===== config.mk =====
export PLATFORM = sky130hd
export DESIGN_NAME = audio_avg_filter
export DESIGN_NICKNAME = d
export VERILOG_FILES = /design/src/rtl/audio_filter_pkg.sv /design/src/rtl/avg_channel.sv /design/src/rtl/audio_avg_filter.sv
export SDC_FILE = /design/constraint.sdc
export NUM_CORES = 1
export LEC_CHECK = 0
export ABC_AREA = 1
export BUFFER_PORTS_ARGS = -buffer_cell sky130_fd_sc_hd__buf_2
export CORE_ASPECT_RATIO = 1.1
export CORE_MARGIN = 8
export CORE_UTILIZATION = 28
export CTS_CLUSTER_SIZE = 10
export DETAILED_ROUTE_END_ITERATION = 10
export MAX_ROUTING_LAYER = met4
export PLACE_DENSITY = 0.39
export REMOVE_ABC_BUFFERS = 1
export SYNTH_ARGS = -nofsm -noshare
export SYNTH_HDL_FRONTEND = slang
export SYNTH_SLANG_ARGS = --single-unit
export TNS_END_PERCENT = 30

===== constraint.sdc =====
create_clock -name CLOCK_50 -period 4 [get_ports CLOCK_50]
set_input_delay 0.4 -clock CLOCK_50 [delete_from_list [all_inputs] [get_ports CLOCK_50]]
set_output_delay 0.4 -clock CLOCK_50 [all_outputs]
set_load 0.01 [all_outputs]

===== src/rtl/audio_filter_pkg.sv =====
`default_nettype none
// ============================================================================
// Module      : audio_filter_pkg
// Description : Shared types and helpers for the stereo moving-average filter:
//               sequencer state encoding and running-sum width derivation.
// Revision    : 1.0 - initial release
// ============================================================================
package audio_filter_pkg;

  // Sequencer states: wait for both codec sides, pop, update history, push.
  typedef enum logic [1:0] {
    IDLE = 2'd0,
    RD   = 2'd1,
    UPD  = 2'd2,
    WR   = 2'd3
  } state_e;

  // A sum of 2^log2_depth samples needs log2_depth extra bits to never overflow.
  function automatic int sum_width(input int data_w, input int log2_depth);
    return data_w + log2_depth;
  endfunction

endpackage
`default_nettype wire


===== src/rtl/avg_channel.sv =====
`default_nettype none
// ============================================================================
// Module      : avg_channel
// Description : One channel of the moving-average filter. Keeps a circular
//               history of 2^LOG2_DEPTH samples and a running sum. On an update
//               strobe the oldest sample is replaced by the new one. The mean
//               that the sum will hold after the update is offered
//               combinationally so the caller can register it on that edge.
// Revision    : 1.0 - initial release
// ============================================================================
module avg_channel
  import audio_filter_pkg::*;
#(
  parameter int DATA_W     = 24,
  parameter int LOG2_DEPTH = 3
) (
  input  logic                     clk,
  input  logic                     rst,
  input  logic                     i_upd,
  input  logic signed [DATA_W-1:0] i_in,
  output logic signed [DATA_W-1:0] o_mean_next
);

  localparam int SUM_W = sum_width(DATA_W, LOG2_DEPTH);
  localparam int DEPTH = 1 << LOG2_DEPTH;

  logic signed [DATA_W-1:0]   hist_q [DEPTH];
  logic        [LOG2_DEPTH-1:0] ptr_q, ptr_d;
  logic signed [SUM_W-1:0]    sum_q, sum_d;
  logic signed [SUM_W-1:0]    in_ext, old_ext;

  // Next running sum: add the incoming sample, drop the one it overwrites.
  always_comb begin
    in_ext      = {{LOG2_DEPTH{i_in[DATA_W-1]}}, i_in};
    old_ext     = {{LOG2_DEPTH{hist_q[ptr_q][DATA_W-1]}}, hist_q[ptr_q]};
    sum_d       = sum_q + in_ext - old_ext;
    ptr_d       = ptr_q + LOG2_DEPTH'(1);
    // Dropping the low bits is an arithmetic shift; the result fits DATA_W.
    o_mean_next = sum_d[SUM_W-1:LOG2_DEPTH];
  end

  // History, pointer and sum advance together on every accepted sample.
  always_ff @(posedge clk) begin
    if (rst) begin
      ptr_q <= '0;
      sum_q <= '0;
      for (int i = 0; i < DEPTH; i++) begin
        hist_q[i] <= '0;
      end
    end else if (i_upd) begin
      hist_q[ptr_q] <= i_in;
      sum_q         <= sum_d;
      ptr_q         <= ptr_d;
    end
  end

endmodule
`default_nettype wire


===== src/rtl/audio_avg_filter.sv =====
`default_nettype none
// ============================================================================
// Module      : audio_avg_filter
// Description : Stereo moving-average filter between codec read and write
//               sides. Pops one stereo sample, updates both channel histories,
//               then pushes either the window mean or the raw sample (bypass).
//               A sample is only popped when the write side can take it.
// Revision    : 1.0 - initial release
// ============================================================================
module audio_avg_filter
  import audio_filter_pkg::*;
#(
  parameter int DATA_W     = 24,
  parameter int LOG2_DEPTH = 3
) (
  input  logic              CLOCK_50,
  input  logic              reset,
  input  logic              bypass,
  input  logic              read_ready,
  input  logic              write_ready,
  input  logic [DATA_W-1:0] readdata_left,
  input  logic [DATA_W-1:0] readdata_right,
  output logic              read,
  output logic              write,
  output logic [DATA_W-1:0] writedata_left,
  output logic [DATA_W-1:0] writedata_right
);

  state_e                   state_q;
  logic                     read_q, write_q, mode_q;
  logic signed [DATA_W-1:0] in_l_q, in_r_q;
  logic        [DATA_W-1:0] wd_l_q, wd_r_q;
  logic signed [DATA_W-1:0] mean_next_l, mean_next_r;
  logic                     upd;

  // Both channels advance only in the update state.
  always_comb begin
    upd = (state_q == UPD);
  end

  avg_channel #(
    .DATA_W     (DATA_W),
    .LOG2_DEPTH (LOG2_DEPTH)
  ) u_avg_left (
    .clk         (CLOCK_50),
    .rst         (reset),
    .i_upd       (upd),
    .i_in        (in_l_q),
    .o_mean_next (mean_next_l)
  );

  avg_channel #(
    .DATA_W     (DATA_W),
    .LOG2_DEPTH (LOG2_DEPTH)
  ) u_avg_right (
    .clk         (CLOCK_50),
    .rst         (reset),
    .i_upd       (upd),
    .i_in        (in_r_q),
    .o_mean_next (mean_next_r)
  );

  // Sequencer with registered strobes; writedata is loaded on the same edge
  // that raises write, from the mode latched on that edge, and then held.
  always_ff @(posedge CLOCK_50) begin
    if (reset) begin
      state_q <= IDLE;
      read_q  <= 1'b0;
      write_q <= 1'b0;
      mode_q  <= 1'b0;
      in_l_q  <= '0;
      in_r_q  <= '0;
      wd_l_q  <= '0;
      wd_r_q  <= '0;
    end else begin
      case (state_q)
        IDLE: begin
          write_q <= 1'b0;
          if (read_ready && write_ready) begin
            read_q  <= 1'b1;
            state_q <= RD;
          end
        end
        RD: begin
          read_q  <= 1'b0;
          in_l_q  <= readdata_left;
          in_r_q  <= readdata_right;
          state_q <= UPD;
        end
        UPD: begin
          mode_q  <= bypass;
          wd_l_q  <= bypass ? in_l_q : mean_next_l;
          wd_r_q  <= bypass ? in_r_q : mean_next_r;
          write_q <= 1'b1;
          state_q <= WR;
        end
        WR: begin
          write_q <= 1'b0;
          state_q <= IDLE;
        end
        default: begin
          read_q  <= 1'b0;
          write_q <= 1'b0;
          state_q <= IDLE;
        end
      endcase
    end
  end

  // The latched mode only selects the output during the update edge; it is
  // kept as state so the active mode of the last output is observable.
  logic mode_unused;
  always_comb begin
    mode_unused = mode_q;
  end

  always_comb begin
    read            = read_q;
    write           = write_q;
    writedata_left  = wd_l_q;
    writedata_right = wd_r_q;
  end

endmodule
`default_nettype wire


==> results of run 1 <==
cell usage in the layout (no fill, tap or decap), types with 16 or more instances in the layout:
master and instances:
nor2_1 758, nand2_1 459, inv_1 441, edfxtp_1 384
o21ai_0 283, a21oi_1 180, dfxtp_1 162, buf_4 105
buf_2 101, nand3_1 98, clkbuf_16 75, ha_1 62
fa_1 52, o22ai_1 50, o211ai_1 41, a31oi_1 40
nand2_2 39, clkbuf_1 34, nor2_2 18, xnor2_1 17
nand4_1 16
per-stage QoR:
stage / cell area, µm² / utilization, % / total power [mW]
finish: 33500 / 32.8 / 33.2
global route: 33500 / 32.8 / 36.3
CTS: 33400 / 32.8 / 33.7
detailed placement: 31200 / 30.5 / 27.2
global placement: 31200 / 30.5 / 27.3
floorplan: 27900 / - / 20.3
per-layer routing:
| metal | track usage (%) | routed length, µm | vias up |
|---|---|---|---|
| met3 | 2.17 | 3430 | 131 |
| met1 | 22.0 | 44000 | 10927 |
| met5 | - | 0 | - |
| met4 | 5.24 | 2590 | 0 |
| li1 | - | - | 11188 |
| met2 | 31.5 | 50100 | 421 |
power groups by stage:
stage / Combinational (mW) / Clock (mW) / Sequential, mW
2_1_floorplan: 12.7 / 0 / 7.59
3_3_place_gp: 19.8 / 0 / 7.49
3_5_place_dp: 19.7 / 0 / 7.49
4_1_cts: 19.8 / 6.51 / 7.37
5_1_grt: 22.1 / 6.71 / 7.46
6_report: 19.5 / 6.29 / 7.37
final timing paths:
path	startpoint	to	slack [ns]	cells after the start
worst max-delay path	flip-flop	writedata_right[12]$_SDFFE_PP0P_	0.22	16
worst min-delay path	readdata_left[17]	in_l_q[17]$_SDFFE_PP0P_	0.05	3
worst max register to register	flip-flop	writedata_right[12]$_SDFFE_PP0P_	0.22	16
worst min register to register	write$_SDFFE_PP0P_	write$_SDFFE_PP0P_	0.44	2
final cells by class:
class	count	area, µm²
clock buffer	116	2100
tap	1375	1720
fill	10802	68600
sequential	550	14900
timing repair buffer	220	1570
multi-input combinational	2179	11300
clock inverter	17	153
inverter	462	1750
sequential cells by signal (all words and copies together), names as in the netlist, named ones only:
signal	cells
write	1
in_r_q	24
writedata_left	24
u_avg_right.sum_q	27
read	1
u_avg_left.ptr_q	3
u_avg_left.sum_q	27
state_q	2
u_avg_left.hist_q	192
in_l_q	24
writedata_right	24
u_avg_right.ptr_q	3
u_avg_right.hist_q	192
cell families (layout without fill, tap and decap cells):
logic type / Yosys count / count (layout)
AO/OA/AOI/OAI: 623 / 623
AND/OR/NAND/NOR: 1412 / 1412
buffers and inverters: 664 / 815
flip-flops: 550 / 550
adder cells (fa/ha/maj): 115 / 115
XOR/XNOR: 29 / 29
worst min-delay path, cell delays in order:
cell,delay [ns]
buf_2,0.07
o21ai_0,0.07
a21oi_1,0.10
repair_timing:
item,4_1_cts,5_1_grt
endpoints found under the hold margin,1,0
resized for setup,0,7
hold buffers,1,0
endpoints found under the setup margin,0,4
==> impl_metrics.tcl, run 1 <==
set metrics [dict create \
    outcome "completed" \
    finalNonFillerCells 4919 \
    clockPowerShare_pct 19.0 \
    synth.distinct_cells 36 \
    criticalPathCategory "flip-flop to flip-flop" \
    area_growth_pct 16.6 \
    syn_inst 3393 \
    leakage_nw 14.0 \
    post-place-cells 4785 \
    seqPwrFrac_pct 22.2 \
    synth_fa_ha_area_share_pct 6.37 \
    arrival_ns 4.24 \
    worst_slew_pin_slew_ns 0.999 \
    max_freq_ghz 0.265 \
    drive_gt1_share_pct 11.9 \
    p_sw_mw 16.3 \
    cts_tree "yes" \
    crit_path_max_fanout 44 \
    synth-xor-area-share_pct 0.885 \
    clock_latency_ns 0.63 \
    hold_viol 0 \
    fin_skew_ns 0.0314 \
    cp-start-kind "flip-flop" \
    grt_usage_pct 18.1 \
    cts_made_buffers 72 \
    crit_path_top_delay_cell "fa_1" \
    clk_pin_slew_ns 0.06 \
    ys_seq_elements 550 \
    endpoint_kind "flip-flop" \
    finalMaxSlewViolations 0 \
    via_per_inst 4.61 \
    vias 22667 \
    synth_area_leaders "edfxtp_1 40%, dfxtp_1 12%, nor2_1 9.9%" \
    max-vdd-ir-drop_v 0.000505 \
    ant_nets 0 \
    dr.pass1.iters 5 \
    place.gp.congestion 0.854 \
    cp_cell_sequence "inv_2, buf_12, o21ai_0, o22ai_1, o21ai_0, fa_1, ha_1, nand2_1, nor2_1, nand2_1, nand2_2, nand2_1, nand4_1, nand2_1, o21ai_1, a21oi_1" \
    drv_cap 0 \
    internal_power_mw 16.9 \
    switching_share_pct 49.1 \
    synth_warnings 0 \
    totalWireLength_um 100000 \
    grt_max_degree 84 \
    antenna_found_initial 1 \
    synth_top_family_by_area "simple AND/OR/NAND/NOR gates" \
    die_w_um 321 \
    fp-row-count 123 \
    start_util_pct 28.1 \
    grt_remaining_overflow 0 \
    max-slew-margin-rel_pct 33.4 \
    synth_top_area_share_pct 40.2 \
    yosysTopAreaCell "edfxtp_1" \
    dieHeight_um 352 \
    pwr-share-comb_pct 58.8 \
    cts.sinks 550 \
    avgSynthCellArea_um2 8.46 \
    yosysMostFrequentCell "nor2_1" \
    cts_root_buf "clkbuf_16" \
    slowest_delay_ns 0.54 \
    diodes 0 \
    synth_ff_type "edfxtp_1" \
    rsz0062_at_grt "no" \
    cts.path.max_buffers 3 \
    critical_path.top_delay_family "compound AO/OA/AOI/OAI gates" \
    hpwl_um 67400 \
    ios 103 \
    grt_pass1_wl_um 149000 \
    fin_nets 3653 \
    whs_ns 0.0514 \
    drc 0 \
    cts_max_level 3 \
    avgRoutedWirePerCell_um 20.4 \
    required_ns 4.46 \
    cp_common_cell "nand2_1" \
    synth_compound_area_share_pct 11.8 \
    async_flop_share_pct 0 \
    syn_area_mm2 0.0287 \
    synth.top_cells.by_count "758 x nor2_1, 459 x nand2_1, 443 x inv_1" \
    setup_violations 0 \
    pre_cts_ws_ns 0.0677 \
    synthMuxAreaShare_pct 0 \
    grt_pass1_vias 23113 \
    drt_iter0_markers 1342 \
    powerDensity_mw_per_mm2 991 \
    yosys.area_share.simple_pct 20.1 \
    tns_ns 0 \
    die_area_mm2 0.113 \
    period_share_pct 94.5 \
    synth_edf_count 384 \
    fin_crit_ns 3.78 \
    path_buf_inv 2 \
    place.port_buffers 102 \
    core_area_mm2 0.102 \
    hp-class "input pin to flip-flop" \
    post_cts_buffers 0 \
    setup_slack_ns 0.222 \
    seq_area_frac_synth_pct 51.8 \
]
Note: power is estimated with default switching activity, not from simulation.
==> run 2, diff against run 1 <==
--- a/config.mk
+++ b/config.mk
@@ -9,11 +9,11 @@
 export BUFFER_PORTS_ARGS = -buffer_cell sky130_fd_sc_hd__buf_2
 export CORE_ASPECT_RATIO = 1.1
 export CORE_MARGIN = 8
-export CORE_UTILIZATION = 28
+export CORE_UTILIZATION = 45
 export CTS_CLUSTER_SIZE = 10
 export DETAILED_ROUTE_END_ITERATION = 10
 export MAX_ROUTING_LAYER = met4
-export PLACE_DENSITY = 0.39
+export PLACE_DENSITY = 0.58
 export REMOVE_ABC_BUFFERS = 1
 export SYNTH_ARGS = -nofsm -noshare
 export SYNTH_HDL_FRONTEND = slang
==> impl_metrics.tcl, run 2 (synthesis gave the netlist of run 1 again) <==
set metrics [dict create \
    outcome "completed" \
    drive_gt1_share_pct 10.1 \
    setup_violations 0 \
    endpoint_kind "flip-flop" \
    wl_met1_um 35300 \
    grt_remaining_overflow 0 \
    grt_pass1_vias 23000 \
    criticalPathCategory "flip-flop to flip-flop" \
    ctsHoldBuffers 0 \
    rsz0062_at_grt "no" \
    vias 23001 \
    critical_path.top_delay_family "simple AND/OR/NAND/NOR gates" \
    ant_nets 0 \
    ios 103 \
    tns_ns 0 \
    clk_pin_slew_ns 0.06 \
    worstHoldPathCells 3 \
    layout_common_cells "758 x nor2_1, 459 x nand2_1, 441 x inv_1" \
    r2r-end "writedata_right[16]$_SDFFE_PP0P_" \
    powerDensity_mw_per_mm2 977 \
    ff2ff_path_depth 16 \
    area_growth_pct 12.1 \
    layout_commonest_cell "nor2_1" \
    hp-class "input pin to flip-flop" \
    finalMaxSlewViolations 0 \
    route.met3.wl_um 4030 \
    core_area_mm2 0.0634 \
    fin_skew_ns 0.0276 \
    drc 0 \
    cts_max_level 3 \
    min_from "readdata_left[4]" \
    drv_cap 0 \
    hold_viol 0 \
    totalWireLength_um 85100 \
    topRoutingLayerUsed "met4" \
    cts.sinks 550 \
    drt_iter0_markers 1874 \
    arrival_ns 4.18 \
    top_regs "u_avg_left.hist_q x192, u_avg_right.hist_q x192" \
    max_freq_ghz 0.268 \
    die_w_um 257 \
    via_per_inst 5.31 \
    dr.pass1.iters 5 \
    slowest_delay_ns 0.51 \
    grt_max_degree 97 \
    leakage_nw 13.6 \
    grt_pass1_wl_um 132000 \
    place.gp.congestion 0.950 \
    cts_root_buf "clkbuf_16" \
    antenna_found_initial 1 \
    required_ns 4.45 \
    postPlaceCellArea_mm2 0.0301 \
    max-vdd-ir-drop_v 0.000424 \
    min_to "in_l_q[4]$_SDFFE_PP0P_" \
    fp-row-count 97 \
    cts.path.max_buffers 3 \
    cp-start-kind "flip-flop" \
    hpwl_um 57600 \
    fin_nets 3605 \
    cts_tree "yes" \
    start_util_pct 45.3 \
    worst_slew_pin_slew_ns 1.07 \
    grt_usage_pct 23.8 \
    r2r_setup_slack_ns 0.27 \
    routed-wl-met2_um 43300 \
    clock_latency_ns 0.60 \
    cp_cell_sequence "clkinv_1, buf_12, nor2_1, a31oi_1, fa_1, inv_1, ha_1, nand2_1, nor2_2, inv_1, nor2_1, nand4_1, nand4_1, nand3_1, nand2_1, a21oi_1" \
    fillers 6095 \
    crit_path_top_delay_cell "fa_1" \
    dieHeight_um 281 \
    path_buf_inv 4 \
    finish.utilization_pct 50.8 \
    fin_crit_ns 3.73 \
    period_share_pct 93.3 \
    cts_made_buffers 67 \
    max-slew-margin-rel_pct 28.9 \
    avgRoutedWirePerCell_um 19.6 \
    design_area_mm2 0.0322 \
    die_area_mm2 0.0721 \
    place.port_buffers 102 \
    crit_path_max_fanout 35 \
]
[run 2: worst reg2reg max path, cell delays in order (launching register included)]
cell and delay (ns):
dfxtp_1 0.45, clkinv_1 0.27, buf_12 0.24, nor2_1 0.21, a31oi_1 0.08, fa_1 0.51
inv_1 0.05, ha_1 0.36, nand2_1 0.15, nor2_2 0.20, inv_1 0.06, nor2_1 0.22
nand4_1 0.27, nand4_1 0.19, nand3_1 0.09, nand2_1 0.16, a21oi_1 0.08
[run 2: metal layers]
metal	vias up	GRT usage, %
li1	11076	-
met3	135	2.41
met1	11175	28.4
met4	0	7.95
met5	-	-
met2	615	42.2
[run 2: timing repair]
| item | CTS | global route |
|---|---|---|
| setup buffers | 0 | 0 |
| gates resized for setup | 0 | 5 |
| setup endpoints to repair | 0 | 8 |
[run 2: where the power goes]
| part | switching [mW] | internal (mW) | total, mW |
|---|---|---|---|
| Sequential | 0.442 | 6.94 | 7.38 |
| Combinational | 12.5 | 5.78 | 18.3 |
| Clock | 2.34 | 3.41 | 5.75 |
| Total | 15.3 | 16.1 | 31.4 |
[run 2: per-stage QoR]
| stage | worst slack (ns) | hold slack (ns) | instances | total power [mW] |
|---|---|---|---|---|
| 2_1_floorplan | -1.24 | 0.442 | 3191 | 20.3 |
| 3_3_place_gp | 0.165 | 0.435 | 4209 | 25.7 |
| 3_5_place_dp | 0.165 | 0.438 | 4209 | 25.8 |
| 4_1_cts | 0.132 | 0.0548 | 4330 | 31.6 |
| 5_1_grt | 0.0192 | 0.0832 | 4330 | 34.2 |
| 6_report | 0.269 | 0.0881 | 4331 | 31.4 |
[run 2: how the worst max path moves through the flow]
stage,startpoint,end,slack [ns],cells after the start
floorplan,flip-flop,u_avg_left.sum_q[12]$_SDFFE_PP0P_,-1.24,18
global placement,flip-flop,writedata_right[16]$_SDFFE_PP0P_,0.17,18
detailed placement,flip-flop,writedata_right[16]$_SDFFE_PP0P_,0.16,18
CTS,flip-flop,writedata_right[16]$_SDFFE_PP0P_,0.13,18
global route,flip-flop,writedata_right[5]$_SDFFE_PP0P_,0.02,16
finish,flip-flop,writedata_right[16]$_SDFFE_PP0P_,0.27,16
[run 2: layout make-up]
type | instances | area (µm²) | share of cell area, %
sequential | 550 | 14900 | 46.2
multi-input combinational | 2179 | 11300 | 35.0
clock buffer | 115 | 1940 | 6.03
inverter | 462 | 1750 | 5.44
timing repair buffer | 177 | 1210 | 3.77
tap | 841 | 1050 | 3.27
clock inverter | 6 | 88.8 | 0.276
antenna | 1 | 2.50 | 0.00778
